$ cat src/rtl/midi_pkg.sv
// Shared types and constants for the MIDI transmit encoder.
package midi_pkg;

   typedef enum logic [2:0] {
      EV_NOTE_OFF = 3'd0,
      EV_NOTE_ON  = 3'd1,
      EV_CTRL     = 3'd2,
      EV_PITCH    = 3'd3,
      EV_SYSEX3   = 3'd4
   } ev_type_e;

   // Each value names the byte the encoder is currently presenting on tx_data.
   typedef enum logic [2:0] {
      S_IDLE, S_STAT, S_D1, S_D2, S_D3, S_EOX
   } state_e;

   localparam logic [3:0] ST_NOTE_OFF = 4'h8;
   localparam logic [3:0] ST_NOTE_ON  = 4'h9;
   localparam logic [3:0] ST_CTRL     = 4'hB;
   localparam logic [3:0] ST_PITCH    = 4'hE;

   localparam logic [7:0] SOX = 8'hF0;
   localparam logic [7:0] EOX = 8'hF7;

   function automatic logic [7:0] status_byte(input logic [2:0] t, input logic [3:0] ch);
      case (t)
         3'(EV_NOTE_OFF): status_byte = {ST_NOTE_OFF, ch};
         3'(EV_NOTE_ON):  status_byte = {ST_NOTE_ON, ch};
         3'(EV_CTRL):     status_byte = {ST_CTRL, ch};
         3'(EV_PITCH):    status_byte = {ST_PITCH, ch};
         3'(EV_SYSEX3):   status_byte = SOX;
         default:         status_byte = 8'h00;
      endcase
   endfunction

   function automatic logic [7:0] data_byte(input logic [7:0] b);
      data_byte = {1'b0, b[6:0]};
   endfunction

endpackage

$ cat src/rtl/midi_rs_timer.sv
// Saturating idle counter; expired flags the cycle the count reaches TIMEOUT.
module midi_rs_timer #(
   parameter int TIMEOUT = 25000000,
   parameter int TW      = 25
) (
   input  logic sys_clk,
   input  logic iRST,
   input  logic clear,
   input  logic enable,
   output logic expired
);
   localparam logic [TW-1:0] LIMIT = TW'(TIMEOUT);

   logic [TW-1:0] cnt_q, cnt_d;

   always_comb begin
      cnt_d = cnt_q;
      if (clear)
         cnt_d = '0;
      else if (enable && cnt_q != LIMIT)
         cnt_d = cnt_q + 1'b1;
   end

   // Looking at the next count lets the owner drop running status on the
   // same edge the limit is reached.
   assign expired = (TIMEOUT != 0) && (cnt_d == LIMIT);

   always_ff @(posedge sys_clk) begin
      if (iRST) cnt_q <= '0;
      else      cnt_q <= cnt_d;
   end

endmodule

$ cat src/rtl/midi_encoder.sv
// Serialises synth events into MIDI bytes with running-status compression.
module midi_encoder
   import midi_pkg::*;
#(
   parameter int RUNNING_STATUS = 1,
   parameter int RS_TIMEOUT     = 25000000,
   parameter int TW             = 25
) (
   input  logic       sys_clk,
   input  logic       iRST,
   input  logic       ev_valid,
   output logic       ev_ready,
   input  logic [2:0] ev_type,
   input  logic [3:0] ev_chan,
   input  logic [7:0] ev_d1,
   input  logic [7:0] ev_d2,
   input  logic [7:0] ev_d3,
   output logic [7:0] tx_data,
   output logic       tx_valid,
   input  logic       tx_ready,
   output logic       busy,
   output logic       rs_active,
   output logic       ev_err
);
   state_e     state_q;
   logic       sysex_q;
   logic [7:0] d1_q, d2_q, d3_q, stat_q, last_status_q;
   logic [7:0] tx_data_q;
   logic       tx_valid_q, rs_active_q, ev_err_q;
   logic       tx_xfer, expired;
   logic [7:0] stat;

   assign stat    = status_byte(ev_type, ev_chan);
   assign tx_xfer = tx_valid_q && tx_ready;

   midi_rs_timer #(.TIMEOUT(RS_TIMEOUT), .TW(TW)) u_timer (
      .sys_clk (sys_clk),
      .iRST    (iRST),
      .clear   (tx_xfer),
      .enable  (1'b1),
      .expired (expired)
   );

   always_ff @(posedge sys_clk) begin
      if (iRST) begin
         state_q       <= S_IDLE;
         sysex_q       <= 1'b0;
         d1_q          <= '0;
         d2_q          <= '0;
         d3_q          <= '0;
         stat_q        <= '0;
         last_status_q <= '0;
         tx_data_q     <= '0;
         tx_valid_q    <= 1'b0;
         rs_active_q   <= 1'b0;
         ev_err_q      <= 1'b0;
      end else begin
         ev_err_q <= 1'b0;
         if (expired) rs_active_q <= 1'b0;
         case (state_q)
            S_IDLE: if (ev_valid) begin
               sysex_q <= (ev_type == 3'(EV_SYSEX3));
               d1_q    <= ev_d1;
               d2_q    <= ev_d2;
               d3_q    <= ev_d3;
               stat_q  <= stat;
               if (ev_type > 3'(EV_SYSEX3)) begin
                  ev_err_q <= 1'b1;
               end else if (ev_type != 3'(EV_SYSEX3) && RUNNING_STATUS != 0 &&
                            rs_active_q && !expired && stat == last_status_q) begin
                  // A timeout landing on this edge forces the full status byte.
                  state_q    <= S_D1;
                  tx_data_q  <= data_byte(ev_d1);
                  tx_valid_q <= 1'b1;
               end else begin
                  state_q    <= S_STAT;
                  tx_data_q  <= stat;
                  tx_valid_q <= 1'b1;
               end
            end
            S_STAT: if (tx_xfer) begin
               if (sysex_q) begin
                  rs_active_q <= 1'b0;
               end else begin
                  last_status_q <= stat_q;
                  rs_active_q   <= (RUNNING_STATUS != 0);
               end
               state_q   <= S_D1;
               tx_data_q <= data_byte(d1_q);
            end
            S_D1: if (tx_xfer) begin
               state_q   <= S_D2;
               tx_data_q <= data_byte(d2_q);
            end
            S_D2: if (tx_xfer) begin
               if (sysex_q) begin
                  state_q   <= S_D3;
                  tx_data_q <= data_byte(d3_q);
               end else begin
                  state_q    <= S_IDLE;
                  tx_valid_q <= 1'b0;
               end
            end
            S_D3: if (tx_xfer) begin
               state_q   <= S_EOX;
               tx_data_q <= EOX;
            end
            S_EOX: if (tx_xfer) begin
               state_q    <= S_IDLE;
               tx_valid_q <= 1'b0;
            end
            default: state_q <= S_IDLE;
         endcase
      end
   end

   assign ev_ready  = (state_q == S_IDLE);
   assign busy      = (state_q != S_IDLE);
   assign tx_data   = tx_data_q;
   assign tx_valid  = tx_valid_q;
   assign rs_active = rs_active_q;
   assign ev_err    = ev_err_q;

endmodule

$ cat config.mk
export PLATFORM = sky130hd
export DESIGN_NAME = midi_encoder
export DESIGN_NICKNAME = d
export VERILOG_FILES = /design/src/rtl/midi_pkg.sv /design/src/rtl/midi_rs_timer.sv /design/src/rtl/midi_encoder.sv
export SDC_FILE = /design/constraint.sdc
export NUM_CORES = 1
export LEC_CHECK = 0
export BUFFER_PORTS_ARGS = -buffer_cell sky130_fd_sc_hd__buf_2
export CORE_MARGIN = 2
export CORE_UTILIZATION = 63
export CTS_CLUSTER_SIZE = 20
export DETAILED_ROUTE_END_ITERATION = 10
export PLACE_DENSITY = 0.85
export SYNTH_ARGS = -nofsm -noshare
export SYNTH_HDL_FRONTEND = slang
export SYNTH_SLANG_ARGS = --single-unit
$ cat constraint.sdc
create_clock -name sys_clk -period 5.43 [get_ports sys_clk]
set_clock_uncertainty 0.2 [all_clocks]
set_input_delay 0 -clock sys_clk [delete_from_list [all_inputs] [get_ports sys_clk]]
set_output_delay 0 -clock sys_clk [all_outputs]
set_load 0.1 [all_outputs]
* Word level (Yosys, flattened, before mapping) *
Index checks and enable logic that the tools add are counted.

word-level totals
  bits in registers = 77
  input port bits = 35
  output and inout bits = 13

cells by class
  $add $sub $neg = 1
  order comparisons = 1
  equality and inequality tests = 22
  mux-type cells = 33
  bitwise gates (word level) = 3
  reduce and logical (&&, ||, !) cells = 16

operator list
  kind                     count
  $pmux W8 S5              2
  $mux W8                  8
  $mux W25                 2
  $add A25 B1 Y25 const B  1
  $eq A25 B25 Y1 const B   1
  $ne A25 B25 Y1 const B   1
  $mux W3                  8
  $ne A2 B2 Y1 const B     9
  $pmux W3 S6              1
  $eq A3 B2 Y1 const B     4
  $mux W1                  10
  $eq A3 B3 Y1 const B     3
  $eq A8 B8 Y1             1
  $reduce_and A8 Y1        1
  $reduce_and A7 Y1        1
  $eq A3 B1 Y1 const B     2
  $logic_not A3 Y1         2
  $reduce_and A6 Y1        1
  $reduce_bool A3 Y1       2
  $reduce_bool A5 Y1       1
  $logic_and A1 B1 Y1      4
  $gt A3 B3 Y1 const B     1
  $ne A3 B3 Y1 const B     1
  $not A1 Y1               3
  6 further kinds          6

* Longest topological paths before layout *
Gate-level depths: netlist (run 1).

  depth after elaboration = 11
  depth in mapped cells = 11
  depth with buffers taken out = 10

* Modules after synthesis *
From an unflattened synthesis (run 1), not the netlist that was laid out.

second synthesis, totals
  cell total of the unflattened synthesis = 519
  area total of the unflattened synthesis = 4,179.0 um^2

modules (own cells, without submodules)
  module         instances  cells each  area an instance (um^2)  sequential area each (um^2)
  midi_encoder   1          338         2,612.5                  1,041.0
  midi_rs_timer  1          181         1,566.5                  500.5

* Worst setup path before layout (run 1) *
No wires, ideal clock.

  path kind = reg-to-output
  start point = register state_q[2]
  end point = output busy
  arrival time = 3.950 ns
  required time = 5.230 ns
  slack = 1.280 ns
  stages on the path, launching flop included = 4
  path buffers = 1
  cell sequence = dfxtp_1 -> clkbuf_1 -> nor3_1 -> inv_1

on the way
  cells in the longest elaborated chain, start to end = 1

ends and longest elaborated chain
  element                 line                 RTL
  start, declared         midi_encoder.sv:25   state_e state_q;
  start signal, assigned  midi_encoder.sv:46   state_q <= S_IDLE;
  start signal, assigned  midi_encoder.sv:72   state_q <= S_D1;
  start signal, assigned  midi_encoder.sv:76   state_q <= S_STAT;
  $reduce_bool A3 Y1      midi_encoder.sv:118  assign busy = (state_q != S_IDLE);
  end, declared           midi_encoder.sv:21   output logic busy,

Every way passes these cells.

* Final worst setup path (run 1) *
  start point = register u_timer.cnt_q[0]
  end point = register tx_data_q[2] (netlist: tx_data[2])

on the way
  cells in the longest elaborated chain, start to end = 11
  elaborated cells between the ends (all ways) = 12
  those cells by class = add/sub (1); eq/ne (2); mux (6); reduce/logical (3)

ends and longest elaborated chain
  element                                            line                                      RTL
  start, declared                                    midi_rs_timer.sv:14                       logic [TW-1:0] cnt_q, cnt_d;
  start signal, assigned                             midi_rs_timer.sv:30                       else cnt_q <= cnt_d;
  $add A25 B1 Y25 or $ne A25 B25 Y1 (tied branches)  midi_rs_timer.sv:21, midi_rs_timer.sv:20
  $mux W25 (*)                                       midi_rs_timer.sv:20                       else if (enable && cnt_q != LIMIT)
  $mux W25 (*)                                       midi_rs_timer.sv:18                       if (clear)
  $eq A25 B25 Y1 (*)                                 midi_rs_timer.sv:26                       assign expired = (TIMEOUT != 0) && (cnt_d == LIMIT);
  $logic_not A1 Y1 (*)                               midi_encoder.sv:70                        rs_active_q && !expired && stat == last_status_q) begin
  $logic_and A1 B1 Y1 (*) (2 in a row)               midi_encoder.sv:70
  $mux W8 (*)                                        midi_encoder.sv:69                        end else if (ev_type != 3'(EV_SYSEX3) && RUNNING_STATUS != 0 &&
  $mux W8 (*)                                        midi_encoder.sv:67                        if (ev_type > 3'(EV_SYSEX3)) begin
  $mux W8 (*)                                        midi_encoder.sv:61                        S_IDLE: if (ev_valid) begin
  $pmux W8 S5 (*)                                    midi_encoder.sv:60                        case (state_q)
  end signal, assigned                               midi_encoder.sv:73                        tx_data_q <= data_byte(ev_d1);
  end signal, assigned                               midi_encoder.sv:77                        tx_data_q <= stat;
  end signal, assigned                               midi_encoder.sv:89                        tx_data_q <= data_byte(d1_q);
  end, declared                                      midi_encoder.sv:28                        logic [7:0] tx_data_q;

Mark *: on every way between the ends. The rest lies on a longest branch, timed or not. The select of a mux whose other input is x is not followed.
A chain may end at the register's enable or synchronous reset.

==> results of run 1 <==
## worst max-delay path, delay by kind of cell (launching register included)
kind / cells / cell delay (ns)
and+or+nand+nor: 3 / 1.03
muxes: 1 / 0.22
DFF: 1 / 0.48
adders and majority gates: 1 / 0.30
AOI/OAI and AO/OA: 4 / 1.41
## area by class of cell
type,instances,area [sq um]
Fill cell,409,1570
Tap cell,77,96.3
Clock inverter,6,47.5
Sequential cell,77,1540
Timing Repair Buffer,78,558
Multi-Input combinational cell,382,2270
Inverter,17,63.8
Clock buffer,10,128
## logic make-up after synthesis
kind of cell	share of synthesized area [%]
AO/OA/AOI/OAI	17.4
XOR/XNOR	5.65
adder cells (fa/ha/maj)	0.869
buffers and inverters	5.31
flip-flops	38.2
multiplexers	5.22
AND/OR/NAND/NOR	27.3
## registers in the layout, indices dropped and copies added, names as in the netlist
| name | flops |
|---|---|
| u_timer.cnt_q | 25 |
| last_status_q | 8 |
| stat_q | 8 |
| tx_data | 8 |
| d1_q | 7 |
| d2_q | 7 |
| d3_q | 7 |
| state_q | 3 |
| ev_err | 1 |
| rs_active | 1 |
| sysex_q | 1 |
| tx_valid | 1 |
## metal layers
| metal | track usage [%] | vias up | wire [um] | share of wire [%] |
|---|---|---|---|---|
| li1 | - | 1894 | - | - |
| met1 | 38.3 | 1841 | 4280 | 39 |
| met2 | 53.1 | 214 | 5470 | 50 |
| met3 | 8.61 | 41 | 804 | 7.4 |
| met4 | 12.8 | 0 | 344 | 3.2 |
| met5 | 0 | - | 0 | 0 |
## where the power goes
group | switching (uW) | internal (uW) | leakage, uW
logic | 536 | 188 | 0.00105
clock network | 224 | 169 | 0.0000868
registers | 78.6 | 634 | 0.000628
total | 839 | 991 | 0.00177
## synthesized netlist by cell type (3+ instances only)
library cell,instances
dfxtp_1,77
nand3_1,13
or4_1,3
a31oi_1,10
nor2_1,63
a211oi_1,4
clkbuf_1,24
buf_1,3
o22ai_1,4
nand2b_1,4
nor4_1,7
xor2_1,8
nand2_1,69
xnor2_1,18
mux2i_1,21
buf_2,3
o2111ai_1,5
and2_1,5
o21ba_2,3
inv_1,17
and3_1,5
nor2b_1,12
a21oi_1,41
buf_4,3
o21ai_0,19
nor3_1,15
nand4_1,10
## through the flow
stage	utilization (%)	std cells	hold slack, ns	setup slack, ns	power [uW]
finish	75.0	647	0.115	1.70	1830
global route	75.0	647	0.143	1.51	1910
CTS	75.0	647	0.0958	1.76	1800
detailed placement	67.0	598	0.0488	1.78	1400
global placement	67.0	598	0.0395	1.91	1380
floorplan	-	510	-0.0640	1.28	1270
## path summary, 6_finish.rpt
path / start / to / slack, ns / depth (start not counted)
max: u_timer.cnt_q[0] / tx_data[2] / 1.70 / 9
min: iRST / state_q[2] / 0.11 / 2
max reg2reg: u_timer.cnt_q[0] / tx_data[2] / 1.70 / 9
min reg2reg: stat_q[7] / stat_q[7] / 0.26 / 2
## what timing repair did
action	CTS	global route
endpoints found under the setup margin	0	0
hold buffers	33	0
endpoints found under the hold margin	38	0
==> out/results.txt, run 1 <==
Crit Path Max Fanout: 13
via count: 3,990
worst-path cell chain: ha_1 -> nand4_2 -> or4_1 -> o21a_1 -> o22ai_1 -> nor4_2 -> a21oi_2 -> mux2i_1 -> a221oi_2
Post-DRT Antenna Nets: 0
mapped cell area: 0.00403 sq mm
Max Cap Viol: 0
Hold Crit Class: primary input to flip-flop
Setup Viol. Count Final: 0
WP data required: 5.50 ns
Starting DRT DRC Count: 264
CTS tree: built
PortBufs: 44
Top FF cell, synth: dfxtp_1
Achievable Freq: 268 MHz
number of H-tree levels: 3
Antenna diodes: 0
final wirelength: 10.9 mm
Cell Pwr Density: 389 mW/mm^2
largest net degree at the start of global routing: 57
Hold Fails Final Rpt: 0
Startpoint Class: flip-flop
Setup TNS: 0 ns
I/O Pins: 48
Mean Syn Cell Area: 7.90 sq um
die area: 0.00705 sq mm
Root Driver: clkbuf_8
Final Cycle Share: 68.6%
clock-pin transition on the worst setup and hold timing paths: 0.09 ns
Mapped Cells: 510
Final HPWL DP: 6.57 mm
final layout net count: 602
crit path capture type: flip-flop
share of cells above drive strength 1: 13.0%
commonest cells after routing, fill and taps aside: 77 x dfxtp_1, 69 x nand2_1, 63 x nor2_1
FF+latch count, synth: 77
maximum VDD drop: 0.000399 V
routability cong.: 0.881
GR Overflow Total: 0
clk_lat worst skew: 0.36 ns
Initial Util: 64.2%
Num CTS Buffers: 9
WS Path Type: flip-flop to flip-flop
unrepaired setup endpoints after global routing: no
initial antenna violation count: 0
Area contributors post-synth: dfxtp_1 38%, nand2_1 6.4%, nor2_1 5.9%
Die X: 84.0 um
Crit-path slowest cell: or4_1
Final Cell Area: 0.00471 sq mm
CP arrival: 3.80 ns
WL/cell: 16.8 um
ys async rst share: 0%
vias in the first global route: 3,792
drc violations: 0
syn_nets: 547
post-CTS resize count: 0
floorplan row count: 29
DRT Pass-1 Iters: 5
Via-to-Cell Ratio: 6.17
max-slew violation count: 0
synth warn: 0
dpl cell area: 0.00420 sq mm
Synth-to-Final Area Change: 16.9%
first-pass GRT wire length: 18.0 mm
register area share after synthesis: 38.2%
Worst-Margin Slew: 1.16 ns
TritonCTS Sinks: 77
Die Y: 84.0 um
share of the synthesized area in the top cell type: 38.2%
min Tclk post-route: 3.73 ns
Leak: 0.00177 uW
Post-synth EDFFs: 0
delay of the slowest cell on the worst path: 0.68 ns
CTS max path bufs: 2
Total Routing Usage GR: 31.6%
setup bufs post-CTS: 0
Core ar.: 0.00628 sq mm
commonest non-fill, non-tap cell in the layout: dfxtp_1
post-synth top area cell: dfxtp_1
slew margin rel.: 22.8%
Cell variety after synth: 62
status: completed
Note: power is estimated with default switching activity, not from simulation.
==> run 2: changes to the inputs <==
--- a/config.mk
+++ b/config.mk
@@ -7,10 +7,10 @@
 export LEC_CHECK = 0
 export BUFFER_PORTS_ARGS = -buffer_cell sky130_fd_sc_hd__buf_2
 export CORE_MARGIN = 2
-export CORE_UTILIZATION = 63
+export CORE_UTILIZATION = 58
 export CTS_CLUSTER_SIZE = 20
 export DETAILED_ROUTE_END_ITERATION = 10
-export PLACE_DENSITY = 0.85
+export PLACE_DENSITY = 0.79
 export SYNTH_ARGS = -nofsm -noshare
 export SYNTH_HDL_FRONTEND = slang
 export SYNTH_SLANG_ARGS = --single-unit
==> constraint.sdc (replaced) <==
create_clock -name sys_clk -period 3.6 [get_ports sys_clk]
set_clock_uncertainty 0.2 [all_clocks]
set_input_delay 0 -clock sys_clk [delete_from_list [all_inputs] [get_ports sys_clk]]
set_output_delay 0 -clock sys_clk [all_outputs]
set_load 0.1 [all_outputs]
==> run 2 against run 1 <==
Net effect:
- sequential power rose by 47%
- critical path depth rose by 1
- maximum frequency rose by 8.0%
- combinational power rose by 56%
- cell area rose by 1.7%
- routed wire length fell by 3.0%
- via count fell by 0.33%
- final cell count rose by 1.4%
- first-iteration DRC count fell by 27%
- worst setup slack got worse by 1.6 ns
- non-clock buffer count rose by 6
- core utilization fell by 4.1 points
- critical path type unchanged
- critical endpoint is now tx_data[3]
- largest cell class unchanged
- highest routed layer unchanged
==> out/results.txt, run 2 (synthesis results as in run 1) <==
clock-pin transition on the worst setup and hold timing paths: 0.08 ns
number of H-tree levels: 3
Die X: 87.4 um
grt met2 use: 49.4%
unrepaired setup endpoints after global routing: no
clk_lat worst skew: 0.36 ns
Setup TNS: 0 ns
Util after Layout: 70.9%
max-slew violation count: 0
maximum VDD drop: 0.000860 V
fillers: 494
status: completed
Leak: 0.00180 uW
WP data required: 3.61 ns
routability cong.: 0.933
total power: 2860 uW
length in cells of the worst reg-to-reg path: 10
GRT busiest layer: met2
WL/cell: 16.1 um
fin cells: 656
commonest cells after routing, fill and taps aside: 77 x dfxtp_1, 69 x nand2_1, 63 x nor2_1
Initial Util: 59.6%
Max Cap Viol: 0
Post-DRT Antenna Nets: 0
post-CTS resize count: 0
Setup Viol. Count Final: 0
largest net degree at the start of global routing: 57
Startpoint Class: flip-flop
Final HPWL DP: 6.42 mm
Crit Path Max Fanout: 13
Synth-to-Final Area Change: 18.8%
crit path capture type: flip-flop
register bank with the most flops: u_timer.cnt_q
Hold Crit Class: primary input to flip-flop
WS Path Type: flip-flop to flip-flop
routing usage on met1: 34.9%
Register Area: 0.00154 sq mm
Total Routing Usage GR: 28.7%
Antenna diodes: 0
TritonCTS Sinks: 77
die area: 0.00763 sq mm
via count: 3,977
Starting DRT DRC Count: 193
vias in the first global route: 3,713
Crit-path slowest cell: or4_1
share of cells above drive strength 1: 13.9%
I/O Pins: 48
commonest non-fill, non-tap cell in the layout: dfxtp_1
final wirelength: 10.6 mm
max FFs per register: 25
Achievable Freq: 290 MHz
Root Driver: clkbuf_8
slew margin rel.: 34.9%
first-pass GRT wire length: 17.2 mm
Via-to-Cell Ratio: 6.06
CP arrival: 3.46 ns
PortBufs: 44
final layout net count: 608
drc violations: 0
Die Y: 87.4 um
delay of the slowest cell on the worst path: 0.66 ns
worst-path cell chain: ha_1 -> nand4_2 -> or4_1 -> xnor2_1 -> o2111ai_1 -> nor4_2 -> a21oi_2 -> buf_4 -> mux2i_1 -> o22ai_1
GR Util met3: 4.27%
Final Cycle Share: 95.8%
GR Overflow Total: 0
worst hold path cell count: 3
CTS tree: built
min Tclk post-route: 3.45 ns
CTS max path bufs: 2
floorplan row count: 30
Core ar.: 0.00676 sq mm
initial antenna violation count: 0
Cell Pwr Density: 597 mW/mm^2
Hold Fails Final Rpt: 0
area of the multi-input gates: 0.00228 sq mm
Inst Count DP: 606
Worst-Margin Slew: 0.974 ns
DRT Pass-1 Iters: 4
Num CTS Buffers: 9
[run 2: metrics by stage]
step / setup slack (ns) / hold slack, ns / area, sq um
4_1_cts: 0.225 / 0.0150 / 4790
6_report: 0.150 / 0.0352 / 4790
3_3_place_gp: 0.333 / 0.0407 / 4250
2_1_floorplan: 0.622 / -0.0640 / 4040
3_5_place_dp: 0.252 / 0.0466 / 4250
5_1_grt: 0.0372 / 0.0481 / 4790
[run 2: power by group]
group	switching [uW]	internal, uW
logic	839	292
clock network	348	327
registers	97.6	956
total	1280	1570
[run 2: final timing paths]
path | startpoint | to | slack, ns
hold reg to reg | stat_q[2] | stat_q[2] | 0.26
hold / removal | iRST | u_timer.cnt_q[10] | 0.04
setup / recovery | u_timer.cnt_q[0] | tx_data[3] | 0.15
setup reg to reg | u_timer.cnt_q[0] | tx_data[3] | 0.15
[run 2: layout make-up]
| cell class | count | share of cell area [%] |
|---|---|---|
| Sequential cell | 77 | 32.2 |
| Inverter | 17 | 1.33 |
| Timing Repair Buffer | 84 | 12.6 |
| Tap cell | 80 | 2.09 |
| Multi-Input combinational cell | 382 | 47.6 |
| Clock buffer | 10 | 2.66 |
| Clock inverter | 6 | 1.49 |
[run 2: metal layers]
layer / up-vias / routed length, um
li1: 1905 / -
met1: 1849 / 4270
met2: 188 / 5310
met3: 35 / 684
met4: 0 / 320
met5: - / 0
[run 2: repair_timing]
item	4_1_cts	5_1_grt
hold endpoints to repair	37	0
setup buffers	0	0
hold buffers	34	0
[run 2: critical path: cells and delay by family (launching register included)]
family                   cells  cell delay (ns)
buffers and inverters        1             0.21
adder cells (fa/ha/maj)      1             0.32
multiplexers                 1             0.25
AO/OA/AOI/OAI                3             0.39
flip-flops                   1             0.47
XOR/XNOR                     1             0.22
AND/OR/NAND/NOR              3             1.23
